<file path="src/rtl/seg_scan_mux.sv">
// ---------------------------------------------------------------------------
// seg_scan_mux
//
// Time-multiplexed driver for the two-digit seven-segment display. Once per
// frame the static digit patterns and the decimal-point indicator are
// snapshotted. They are then scanned onto the shared cathode bus and the
// digit anodes. Each digit slot opens with a short blanking gap so that the
// previous digit's pattern cannot ghost onto the next anode.
//
// Parameters
//   REFRESH_DIV  clock cycles per digit slot (>= 2); a frame is two slots
//   BLANK_CYC    blank cycles at the start of each slot (1..REFRESH_DIV-1)
//
// Ports
//   clk           system clock, all state changes on the rising edge
//   master_reset  synchronous active-high reset
//   seg0          digit-0 (right) pattern, active-low
//   seg1          digit-1 (left) pattern, active-low
//   indicator     1 lights the decimal point on digit 0
//   an            digit anodes, active-low, an[3:2] always 1
//   seg_out       shared cathode bus, active-low
//   dp            decimal point, active-low
//   frame         one-cycle pulse in the cycle after each snapshot
//
// Optional feature
//   SEG_LEADING_BLANK_EN  when defined, a captured "0" glyph on digit 1 is
//                         suppressed (digit stays dark for the whole slot)
// ---------------------------------------------------------------------------
module seg_scan_mux #(
    parameter int REFRESH_DIV = 50000,
    parameter int BLANK_CYC   = 16
) (
    input  logic       clk,
    input  logic       master_reset,
    input  logic [6:0] seg0,
    input  logic [6:0] seg1,
    input  logic       indicator,
    output logic [3:0] an,
    output logic [6:0] seg_out,
    output logic       dp,
    output logic       frame
);

    localparam int CW = (REFRESH_DIV > 1) ? $clog2(REFRESH_DIV) : 1;
    localparam logic [CW-1:0] CNT_MAX   = CW'(REFRESH_DIV - 1);
    localparam logic [CW-1:0] BLANK_END = CW'(BLANK_CYC);
    localparam logic [6:0]    GLYPH_ALL_OFF = 7'h7F;
    localparam logic [6:0]    GLYPH_ZERO    = 7'b1000000;

    logic [CW-1:0] cnt_q, cnt_d;
    logic          slot_q, slot_d;
    logic [6:0]    s0_q, s0_d;
    logic [6:0]    s1_q, s1_d;
    logic          si_q, si_d;
    logic [3:0]    an_q, an_d;
    logic [6:0]    seg_out_q, seg_out_d;
    logic          dp_q, dp_d;
    logic          frame_q, frame_d;

    logic wrap;
    logic snap;
    logic blank;

    always_comb begin
        wrap  = (cnt_q == CNT_MAX);
        // Snapshot only at the very start of the frame; the inputs are
        // ignored everywhere else so a frame can never mix two input sets.
        snap  = (slot_q == 1'b0) && (cnt_q == '0);
        blank = (cnt_q < BLANK_END);

        cnt_d   = wrap ? '0 : cnt_q + CW'(1);
        slot_d  = wrap ? ~slot_q : slot_q;
        s0_d    = snap ? seg0 : s0_q;
        s1_d    = snap ? seg1 : s1_q;
        si_d    = snap ? indicator : si_q;
        frame_d = snap;

        an_d      = 4'b1111;
        seg_out_d = GLYPH_ALL_OFF;
        dp_d      = 1'b1;

        // The snapshot edge always falls in a blank phase, so decoding from
        // the registered snapshot never shows a half-updated digit.
        if (!blank) begin
            if (slot_q == 1'b0) begin
                an_d      = 4'b1110;
                seg_out_d = s0_q;
                dp_d      = ~si_q;
            end else begin
`ifdef SEG_LEADING_BLANK_EN
                if (s1_q != GLYPH_ZERO) begin
                    an_d      = 4'b1101;
                    seg_out_d = s1_q;
                end
`else
                an_d      = 4'b1101;
                seg_out_d = s1_q;
`endif
            end
        end
    end

    always_ff @(posedge clk) begin
        if (master_reset) begin
            cnt_q     <= '0;
            slot_q    <= 1'b0;
            s0_q      <= GLYPH_ALL_OFF;
            s1_q      <= GLYPH_ALL_OFF;
            si_q      <= 1'b0;
            an_q      <= 4'b1111;
            seg_out_q <= GLYPH_ALL_OFF;
            dp_q      <= 1'b1;
            frame_q   <= 1'b0;
        end else begin
            cnt_q     <= cnt_d;
            slot_q    <= slot_d;
            s0_q      <= s0_d;
            s1_q      <= s1_d;
            si_q      <= si_d;
            an_q      <= an_d;
            seg_out_q <= seg_out_d;
            dp_q      <= dp_d;
            frame_q   <= frame_d;
        end
    end

    assign an      = an_q;
    assign seg_out = seg_out_q;
    assign dp      = dp_q;
    assign frame   = frame_q;

`ifdef SEG_LEADING_BLANK_EN
`else
    // Keeps the zero-glyph constant referenced in the default build.
    logic unused_zero;
    assign unused_zero = ^GLYPH_ZERO;
`endif

endmodule
</file>
<file path="config.mk">
export PLATFORM = sky130hd
export DESIGN_NAME = seg_scan_mux
export DESIGN_NICKNAME = d
export VERILOG_FILES = /design/src/rtl/seg_scan_mux.sv
export SDC_FILE = /design/constraint.sdc
export NUM_CORES = 1
export LEC_CHECK = 0
export CAP_MARGIN = 30
export CORE_ASPECT_RATIO = 1.1
export CORE_MARGIN = 2
export CORE_UTILIZATION = 47
export CTS_CLUSTER_SIZE = 10
export DETAILED_ROUTE_END_ITERATION = 8
export GPL_TIMING_DRIVEN = 0
export PLACE_DENSITY = 0.85
export SLEW_MARGIN = 40
export SYNTH_ARGS = -nofsm -noshare
export SYNTH_HDL_FRONTEND = slang
export SYNTH_SLANG_ARGS = --single-unit
</file>
<file path="constraint.sdc">
create_clock -name clk -period 2 [get_ports clk]
set_clock_uncertainty 0.1 [all_clocks]
set_input_delay 0.3 -clock clk [delete_from_list [all_inputs] [get_ports clk]]
set_output_delay 0.3 -clock clk [all_outputs]
set_load 0.01 [all_outputs]
</file>
==> flow_summary_export.csv <==
group,metric,value,unit
status,status,"finished, violations left",
status,violations,"setup timing",
route,via_per_inst,5.08,
place,io_buffers,27,
critical_path,crit_start,"cnt_q[6]$_SDFF_PP0_",
critical_path,rr_startpoint,"cnt_q[6]$_SDFF_PP0_",
finish,final_common_cell,"nor2_1",
cts,clkSinkCount,43,
floorplan,die_h,68.5,um
route,drt_iter0_markers,57,
timing,rsz0062_at_grt,"true",
timing,period_needed,2040,ps
timing,finalSetupViolations,9,
critical_path,crit_arrival,2170,ps
critical_path,rr_worst_depth,6,
synth,synth_warnings,0,
power_and_ir_drop,total_power,1.70,mW
timing,finalMaxSlewViolations,0,
route,wire_per_inst,13.4,um
timing,min_period_over_period,102,%
critical_path,crit_fanout,5,
route,drtAntennaViolNets,0,
floorplan,io-pin-count,30,
finish,syn_to_final_growth,29.0,%
global_route,grt_start_max_net_pins,16,
critical_path,crit_type,"flop to flop",
floorplan,initial_utilization,49.0,%
timing,fin_hold_ws,289,ps
cts,htreeDepth,2,
critical_path,critPathCapture,"s1_q[6]$_SDFFE_PP1P_",
synth,synth_area,1780,um2
cts,clk_pin_slew_worst_paths,90,ps
job,maxCapViolations,0,
global_route,grt_pass1_wl,6.40,mm
synth,synth.top_cell.area_share,48.5,%
synth,synth-seq-area-share,48.5,%
cts,clk_root_buffer_cell,"clkbuf_8",
place,routabilityCongestion,0.830,
min_path,hold_path_class,"flop to flop",
power_and_ir_drop,p_per_area,741,nW/um2
route,routed-via-count,1423,
floorplan,placeableCoreArea,3630,um2
global_route,antenna_found_initial,0,
critical_path,cp_cell_sequence,"or4_4 -> nor4_4 -> and4b_1 -> buf_6 -> buf_12 -> mux2i_1",
global_route,grt_usage,19.5,%
route,drc,0,
route,dr.pass1.iters,4,
timing,fmax,491,MHz
floorplan,fp.dieArea,4290,um2
critical_path,slowest_stage,"or4_4",
finish,final_util,63.1,%
cts,cts_tree,"built",
critical_path,worstReg2RegEnd,"s1_q[6]$_SDFFE_PP1P_",
critical_path,cp_data_required_time,2130,ps
place,dp.final_hpwl,2.44,mm
global_route,grt_pass1_vias,1392,
finish,final_cell_mix,"49 x nor2_1, 40 x dfxtp_1, 27 x clkdlybuf4s50_1, 15 x mux2i_1, 11 x xnor2_1",
timing,hold_viol,0,
critical_path,crit_path_end_kind,"flop",
synth,ys_types,33,
synth,synthTopCellsByArea,"dfxtp_1 48%, nor2_1 10%, mux2i_1 8.5%, xnor2_1 5.4%, o22a_1 3.5%",
cts,worstSkewPairLatency,300,ps
synth,postSynthAreaPerCell,9.34,um2
floorplan,die_w,62.6,um
cts,cts_made_buffers,5,
cts,clockBufferDepth,2,
route,wirelength,3.75,mm
power_and_ir_drop,ir_worst_vdd,0.401,mV
floorplan,std_cell_rows,23,
synth,syn_inst,190,
synth,ys_seq_elements,43,
critical_path,r2r_setup_slack,-40,ps
critical_path,critical-path-max-stage-delay,520,ps
critical_path,start_kind,"flop",
timing,fin_tns_setup,-142,ps
finish,drive_gt1_share,12.6,%
timing,finalWorstSetupSlack,-38.0,ps
synth,synth_top_cell_by_area,"dfxtp_1",
global_route,grt_overflow,0,
power_and_ir_drop,leakagePower,0.850,nW
finish,fin_nets,248,
finish,diodes,0,
[worst max-delay path, delay by kind of cell (launching register included)]
kind | cells | cell delay (ps)
buffers and inverters | 2 | 260
multiplexers | 1 | 200
flip-flops | 1 | 350
AND/OR/NAND/NOR | 3 | 1050
[flip-flops by register name, indices dropped and copies added, names as in the netlist]
signal	flops
s0_q	7
frame	1
seg_out	7
slot_q	1
si_q	1
s1_q	7
cnt_q	16
an	2
dp	1
[cells by family (layout without fill, tap and decap cells)]
kind of cell / count (synthesis) / count (layout) / synth area share [%]
AO/OA/AOI/OAI: 11 / 11 / 5.14
XOR/XNOR: 13 / 13 / 6.41
adder cells (fa/ha/maj): 2 / 2 / 1.41
buffers and inverters: 20 / 59 / 6.55
flip-flops: 43 / 43 / 48.5
multiplexers: 15 / 15 / 8.46
other: 1 / 2 / 0.211
AND/OR/NAND/NOR: 85 / 85 / 23.3
[synthesized netlist by cell type]
cell type and instances:
a2111oi_0 1, a21oi_1 1, a31o_2 1, and4b_1 1, buf_12 1, buf_2 2
buf_4 2, buf_6 2, clkbuf_1 5, clkinv_1 1, conb_1 1, dfxtp_1 43
ha_1 2, inv_1 7, mux2i_1 15, nand2_1 5, nand2b_1 2, nand3_1 6
nand4_1 4, nor2_1 49, nor2b_1 1, nor3_1 3, nor4_1 6, nor4_4 1
o22a_1 7, o31ai_1 1, or2_0 1, or3_1 2, or3b_2 1, or4_1 2
or4_4 1, xnor2_1 11, xor2_1 2
[layout make-up]
type                            instances  area [um2]
Clock inverter                          3        23.8
Clock buffer                            5        68.8
Tap cell                               50        62.6
Multi-Input combinational cell        128         821
Sequential cell                        43         867
Timing Repair Buffer                   33         339
Fill cell                             313        1340
Inverter                                8        30.0
Buffer                                 10        77.6
[stage by stage]
| stage | instances | setup slack (ps) | area (um2) |
|---|---|---|---|
| final | 280 | -38.0 | 2290 |
| after global routing | 280 | -143 | 2290 |
| after CTS | 281 | -5.77 | 2290 |
| after detailed placement | 268 | -174 | 2110 |
| after global placement | 268 | -141 | 2110 |
| after floorplan | 191 | 31.7 | 1780 |
[worst min-delay path by stage]
| stage | startpoint | endpoint | slack [ps] | cells after the start |
|---|---|---|---|---|
| 2_1_floorplan | si_q$_SDFFE_PP0P_ | dp$_SDFF_PP1_ | 260 | 1 |
| 3_3_place_gp | si_q$_SDFFE_PP0P_ | dp$_SDFF_PP1_ | 270 | 1 |
| 3_5_place_dp | si_q$_SDFFE_PP0P_ | dp$_SDFF_PP1_ | 270 | 1 |
| 4_1_cts | si_q$_SDFFE_PP0P_ | dp$_SDFF_PP1_ | 290 | 1 |
| 5_1_grt | si_q$_SDFFE_PP0P_ | dp$_SDFF_PP1_ | 320 | 1 |
| 6_report | si_q$_SDFFE_PP0P_ | dp$_SDFF_PP1_ | 290 | 1 |
[what timing repair did]
action,4_1_cts,5_1_grt
pin swaps,4,1
hold buffers,0,0
setup buffers,5,0
cloned,1,0
setup endpoints to repair,25,22
gates resized for setup,9,0
[metal layers]
metal  up-vias  GRT usage, %  wire length (um)
met4         0          6.67                55
met3         6          5.76               223
li1        714             -                 -
met1       663          20.4              1530
met5         -             0                 0
met2        40          37.8              1940
[power breakdown]
group          internal (mW)  switching (mW)  leakage, nW
sequential             0.894          0.0246        0.353
combinational          0.128          0.0883        0.456
clock                  0.249           0.314       0.0408
total                   1.27           0.427        0.850
(Power assumes the default switching activity.)
